File: config.mk
export PLATFORM = sky130hd
export DESIGN_NAME = masked_subbytes_seq
export DESIGN_NICKNAME = d
export VERILOG_FILES = /design/src/rtl/masked_subbytes_seq_pkg.sv /design/src/rtl/masked_subbytes_seq_token_pipe.sv /design/src/rtl/masked_subbytes_seq.sv
export SDC_FILE = /design/constraint.sdc
export NUM_CORES = 1
export LEC_CHECK = 0
export CAP_MARGIN = 0
export CORE_AREA = 2 2 213 215
export DETAILED_ROUTE_END_ITERATION = 16
export DIE_AREA = 0 0 215 217
export PLACE_DENSITY = 0.7
export SLEW_MARGIN = 15
export SYNTH_ARGS = -nofsm -noshare
export SYNTH_HDL_FRONTEND = slang
export SYNTH_HIERARCHICAL = 1
export SYNTH_SLANG_ARGS = --single-unit
File: constraint.sdc
create_clock -name ClkxCI -period 3.3 [get_ports ClkxCI]
set_input_delay 0.66 -clock ClkxCI [delete_from_list [all_inputs] [get_ports ClkxCI]]
set_output_delay 0.66 -clock ClkxCI [all_outputs]
set_load 0.01 [all_outputs]
File: src/rtl/masked_subbytes_seq_pkg.sv
// rtl/masked_subbytes_seq_pkg.sv - shared types, constants and index helpers for the masked SubBytes sequencer
package masked_subbytes_seq_pkg;

    typedef enum logic [1:0] {
        ST_IDLE  = 2'd0,
        ST_FEED  = 2'd1,
        ST_DRAIN = 2'd2,
        ST_DONE  = 2'd3
    } seq_state_e;

    localparam logic [7:0] AES_AFFINE_C = 8'h63;

    // Bit offset of byte idx of share s in the flattened 128*SHARES state.
    function automatic int byte_lo(input int share, input logic [3:0] idx);
        return share * 128 + int'(idx) * 8;
    endfunction

    // Bit offset of share s in a flattened 8*SHARES shared byte.
    function automatic int share_lo(input int share);
        return share * 8;
    endfunction

endpackage

File: src/rtl/masked_subbytes_seq_token_pipe.sv
// rtl/masked_subbytes_seq_token_pipe.sv - valid+index shift register tracking bytes in flight through the S-box
module subbytes_token_pipe #(
    parameter int DEPTH = 5
) (
    input  logic       ClkxCI,
    input  logic       RstxBI,
    input  logic       i_valid,
    input  logic [3:0] i_index,
    output logic       o_valid,
    output logic [3:0] o_index
);

    logic [DEPTH-1:0] r_valid;
    logic [3:0]       r_index [DEPTH];

    always_ff @(posedge ClkxCI or negedge RstxBI) begin
        if (!RstxBI) begin
            r_valid <= '0;
            for (int i = 0; i < DEPTH; i++) r_index[i] <= '0;
        end else begin
            r_valid[0] <= i_valid;
            r_index[0] <= i_index;
            for (int i = 1; i < DEPTH; i++) begin
                r_valid[i] <= r_valid[i-1];
                r_index[i] <= r_index[i-1];
            end
        end
    end

    assign o_valid = r_valid[DEPTH-1];
    assign o_index = r_index[DEPTH-1];

endmodule

File: src/rtl/masked_subbytes_seq.sv
// rtl/masked_subbytes_seq.sv - byte-serial masked SubBytes sequencer; SUBBYTES_AFFINE_CONST_EN adds 0x63 to share 0 on write-back
module masked_subbytes_seq
    import masked_subbytes_seq_pkg::*;
#(
    parameter int SHARES       = 2,
    parameter int SBOX_LATENCY = 5
) (
    input  logic                    ClkxCI,
    input  logic                    RstxBI,
    input  logic                    StartxSI,
    input  logic [128*SHARES-1:0]   StatexDI,
    output logic [128*SHARES-1:0]   StatexDO,
    output logic                    BusyxSO,
    output logic                    DonexSO,
    output logic [8*SHARES-1:0]     SboxInxDO,
    output logic                    SboxInValidxSO,
    input  logic [8*SHARES-1:0]     SboxOutxDI
);

    localparam int DW = $clog2(SBOX_LATENCY + 1);

    seq_state_e            r_fsm;
    logic [128*SHARES-1:0] r_state;
    logic [3:0]            r_cnt;
    logic [DW-1:0]         r_drain;
    logic                  r_busy;
    logic                  r_done;
    logic                  r_sbox_valid;
    logic [8*SHARES-1:0]   r_sbox_in;

    logic                  w_tok_valid;
    logic [3:0]            w_tok_index;
    logic [3:0]            w_next_idx;
    logic [8*SHARES-1:0]   w_wb_data;

    assign w_next_idx = r_cnt + 4'd1;

    always_comb begin
        w_wb_data = SboxOutxDI;
`ifdef SUBBYTES_AFFINE_CONST_EN
        w_wb_data[7:0] = SboxOutxDI[7:0] ^ AES_AFFINE_C;
`endif
    end

    subbytes_token_pipe #(
        .DEPTH (SBOX_LATENCY)
    ) u_token_pipe (
        .ClkxCI  (ClkxCI),
        .RstxBI  (RstxBI),
        .i_valid (r_sbox_valid),
        .i_index (r_cnt),
        .o_valid (w_tok_valid),
        .o_index (w_tok_index)
    );

    // The S-box input is registered, so each FEED edge pre-fetches the next byte.
    always_ff @(posedge ClkxCI or negedge RstxBI) begin
        if (!RstxBI) begin
            r_fsm        <= ST_IDLE;
            r_state      <= '0;
            r_cnt        <= '0;
            r_drain      <= '0;
            r_busy       <= 1'b0;
            r_done       <= 1'b0;
            r_sbox_valid <= 1'b0;
            r_sbox_in    <= '0;
        end else begin
            case (r_fsm)
                ST_IDLE: begin
                    if (StartxSI) begin
                        r_fsm        <= ST_FEED;
                        r_cnt        <= '0;
                        r_busy       <= 1'b1;
                        r_sbox_valid <= 1'b1;
                        for (int s = 0; s < SHARES; s++)
                            r_sbox_in[share_lo(s) +: 8] <= StatexDI[byte_lo(s, 4'd0) +: 8];
                    end
                end
                ST_FEED: begin
                    r_cnt <= w_next_idx;
                    if (r_cnt == 4'd15) begin
                        r_fsm        <= ST_DRAIN;
                        r_drain      <= '0;
                        r_sbox_valid <= 1'b0;
                        r_sbox_in    <= '0;
                    end else begin
                        for (int s = 0; s < SHARES; s++)
                            r_sbox_in[share_lo(s) +: 8] <= r_state[byte_lo(s, w_next_idx) +: 8];
                    end
                end
                ST_DRAIN: begin
                    if (r_drain == DW'(SBOX_LATENCY - 1)) begin
                        r_fsm  <= ST_DONE;
                        r_busy <= 1'b0;
                        r_done <= 1'b1;
                    end else begin
                        r_drain <= r_drain + DW'(1);
                    end
                end
                ST_DONE: begin
                    r_done <= 1'b0;
                    r_fsm  <= ST_IDLE;
                end
                default: r_fsm <= ST_IDLE;
            endcase

            if (r_fsm == ST_IDLE && StartxSI) begin
                r_state <= StatexDI;
            end else if (w_tok_valid) begin
                for (int s = 0; s < SHARES; s++)
                    r_state[byte_lo(s, w_tok_index) +: 8] <= w_wb_data[share_lo(s) +: 8];
            end
        end
    end

    assign StatexDO       = r_state;
    assign BusyxSO        = r_busy;
    assign DonexSO        = r_done;
    assign SboxInxDO      = r_sbox_in;
    assign SboxInValidxSO = r_sbox_valid;

endmodule
==> results_dict.tcl <==
set metrics [dict create \
    status "finished, final reports clean" \
    cts_root_buf "clkbuf_16" \
    ys_seq_area_share_pct 43.90 \
    final_hold_viol_count 0 \
    drt_wl_total_um 91560 \
    cts-buffers-inserted 37 \
    grt_antenna_before_repair 1 \
    yosysTopAreaCell "dfrtp_1" \
    clk_latency_ns 0.56 \
    grt_overflow 0 \
    ant_nets 0 \
    via_per_inst 6.346 \
    p_int_mw 14.81 \
    route.met3.wl_um 10780 \
    cellLeakagePower_nw 10.16 \
    irDropWorstVdd_mv 0.5455 \
    final_cells 2962 \
    drv_slew 0 \
    p_sw_mw 12.03 \
    dp_hpwl_um 70370 \
    p_per_area_nw_per_um2 1062 \
    place_inst 2896 \
    period_minus_slack_ns 3.057 \
    worstPathRequired_ns 3.78 \
    rsz0062_at_grt "false" \
    stdcell_area_um2 25280 \
    placed_area_um2 24090 \
    yosys_warnings 6 \
    drtIter0Drc 2225 \
    routabilityCongestion 0.9978 \
    core_um2 44700 \
    hold_buffers 0 \
    io_buffers 549 \
    yosysTopAreaCellShare_pct 43.90 \
    swShare_pct 44.82 \
    h-tree-depth 2 \
    grt_pass1_vias 18160 \
    seq_power_share_pct 28.9 \
    syn_inst 1805 \
    routed-wl-met2_um 41200 \
    synth_mux_area_share_pct 13.76 \
    cts_tree "yes" \
    dr.max_layer_used "met4" \
    ys_async_sr_fraction_pct 100.0 \
    clk_path_buf_depth 3 \
    hold_ws_ns 0.07559 \
    wl_per_cell_um 30.91 \
    die_h_um 217 \
    syn-cell-area_um2 17610 \
    synth_cell_type_count 76 \
    fin_skew_ns 0.02372 \
    clkTransAtPathRegs_ns 0.05 \
    hold_path_class "in2async" \
    num_vias 18800 \
    drc 0 \
    yosys-top-cells-area "dfrtp_1 (44%), mux4_2 (8.2%), mux2i_1 (5.0%)" \
    grt_usage_pct 38.30 \
    layout-drive-gt1-share_pct 11.65 \
    grt_pass1_wl_um 130700 \
    critical_path.max_fanout 20 \
    synth_fa_ha_area_share_pct 1.066 \
    drt-met1-wl_um 34610 \
    endpoint_kind "flip-flop" \
    power_frac_comb_pct 56.1 \
    syn_nets 2095 \
    dominantRegCellSynth "dfrtp_1" \
    start_util_pct 39.40 \
    pwr-share-clk_pct 15.0 \
    placementRows 78 \
    drt_pass1_iterations 6 \
    synthXorXnorAreaFrac_pct 0.1421 \
    cp.arrival_ns 3.53 \
    cts.sinks 309 \
    setup_viol 0 \
    num_io_pins 550 \
    die_area_um2 46660 \
    synth.ff_latch_count 309 \
    fmax_ghz 0.3271 \
    synth_top_family_by_area "compound AO/OA/AOI/OAI gates" \
    place_ws_ns 0.2465 \
    finalCritPeriodShare_pct 92.65 \
    critPathKind "reg2reg" \
    worst_slew_pin_slew_ns 1.171 \
    synthSimpleGateAreaFrac_pct 16.04 \
    syn_to_final_growth_pct 43.54 \
    finalSetupTns_ns 0 \
    fin_ws_ns 0.2426 \
    maxSlewHeadroom_pct 21.33 \
    synth_edf_count 0 \
    synth_compound_area_share_pct 20.15 \
    final_nets 2625 \
    cap_violations 0 \
    avgSynthCellArea_um2 9.758 \
    die_w_um 215 \
    cp-start-kind "flip-flop" \
    grt_max_degree 78 \
]
cell usage in the layout (no fill, tap or decap), types with 17 or more instances in the layout:
master and instances:
a21oi_1 71, a221o_1 45, a222oi_1 17, a22o_1 24
a22oi_1 57, a31oi_1 69, and3_1 24, buf_4 101
clkbuf_16 37, clkdlybuf4s50_1 548, dfrtp_1 308, inv_1 33
mux2i_1 88, mux4_2 64, nand2_1 224, nand3_1 40
nor2_1 160, nor3_1 74, o21ai_0 97
logic make-up after synthesis:
group | Yosys count
AOI/OAI and AO/OA | 503
xor gates and xnor gates | 2
adders and majority gates | 15
buffers and inverters | 201
DFF | 309
muxes | 161
and+or+nand+nor | 614
registers in the layout (all words and copies together), names as in the netlist:
register	flops
u_token_pipe/o_index	4
StatexDO	256
r_cnt	4
u_token_pipe/r_index	16
r_drain	3
BusyxSO	1
DonexSO	1
SboxInValidxSO	1
SboxInxDO	16
r_fsm	2
u_token_pipe/r_valid	5
worst paths after layout:
kind,start,end,slack [ns],cells past startpoint
min in group ClkxCI,u_token_pipe/r_index[16],u_token_pipe/r_index[12],0.33,0
max in group asynchronous,RstxBI,StatexDO[74],2.31,2
worst max-delay path,u_token_pipe/o_index[1],StatexDO[51],0.24,8
worst min-delay path,RstxBI,StatexDO[50],0.08,1
worst min register to register,u_token_pipe/r_index[16],u_token_pipe/r_index[12],0.33,0
worst max register to register,u_token_pipe/o_index[1],StatexDO[51],0.24,8
stage by stage:
step | util [%] | power [mW]
2_1_floorplan | - | 14.65
3_3_place_gp | 53.90 | 22.30
3_5_place_dp | 53.90 | 22.48
4_1_cts | 56.53 | 26.55
5_1_grt | 56.55 | 27.88
6_report | 56.56 | 26.84
cell type report:
class,count,area (um2)
Clock inverter,14,127.6
Antenna cell,2,5.005
Fill cell,3975,19420
Timing Repair Buffer,659,6439
Tap cell,600,750.7
Inverter,33,123.9
Sequential cell,309,7736
Clock buffer,50,1045
Multi-Input combinational cell,1295,9055
cell usage after synthesis (24+ instances only):
cell / count
and3_1: 24
o21ai_0: 97
mux4_2: 64
nand2_1: 226
nand3_1: 40
mux2i_1: 88
a22o_1: 24
a221o_1: 45
nor3_1: 74
buf_2: 51
dfrtp_1: 309
a21oi_1: 71
inv_1: 33
clkbuf_1: 89
a22oi_1: 57
a31oi_1: 69
nor2_1: 160
critical path, stage by stage (launching register included):
cell and delay, ns:
dfrtp_1 0.44, inv_1 0.12, ha_1 0.21, ha_1 0.49, nor2b_1 0.40, nand2_1 0.21
nor2_1 0.63, a222oi_1 0.26, mux2i_1 0.21
power by group through the flow:
stage          clock [mW]  sequential [mW]  combinational (mW)
6_report             4.03             7.76                15.1
5_1_grt              4.20             7.86                15.8
4_1_cts              4.04             7.66                14.8
3_5_place_dp            0             7.69                14.8
3_3_place_gp            0             7.69                14.6
2_1_floorplan           0             7.49                7.16
what timing repair did:
item | in CTS | in global routing
endpoints found under the setup margin | 0 | 2
resized for setup | 0 | 1
buffers inserted | 0 | 0
metal layers:
metal / vias to the layer above / GRT usage (%)
met5: - / 0
met1: 9264 / 50.08
met2: 1464 / 59.57
met3: 251 / 9.909
li1: 7818 / -
met4: 0 / 18.34
(Power assumes the default switching activity.)
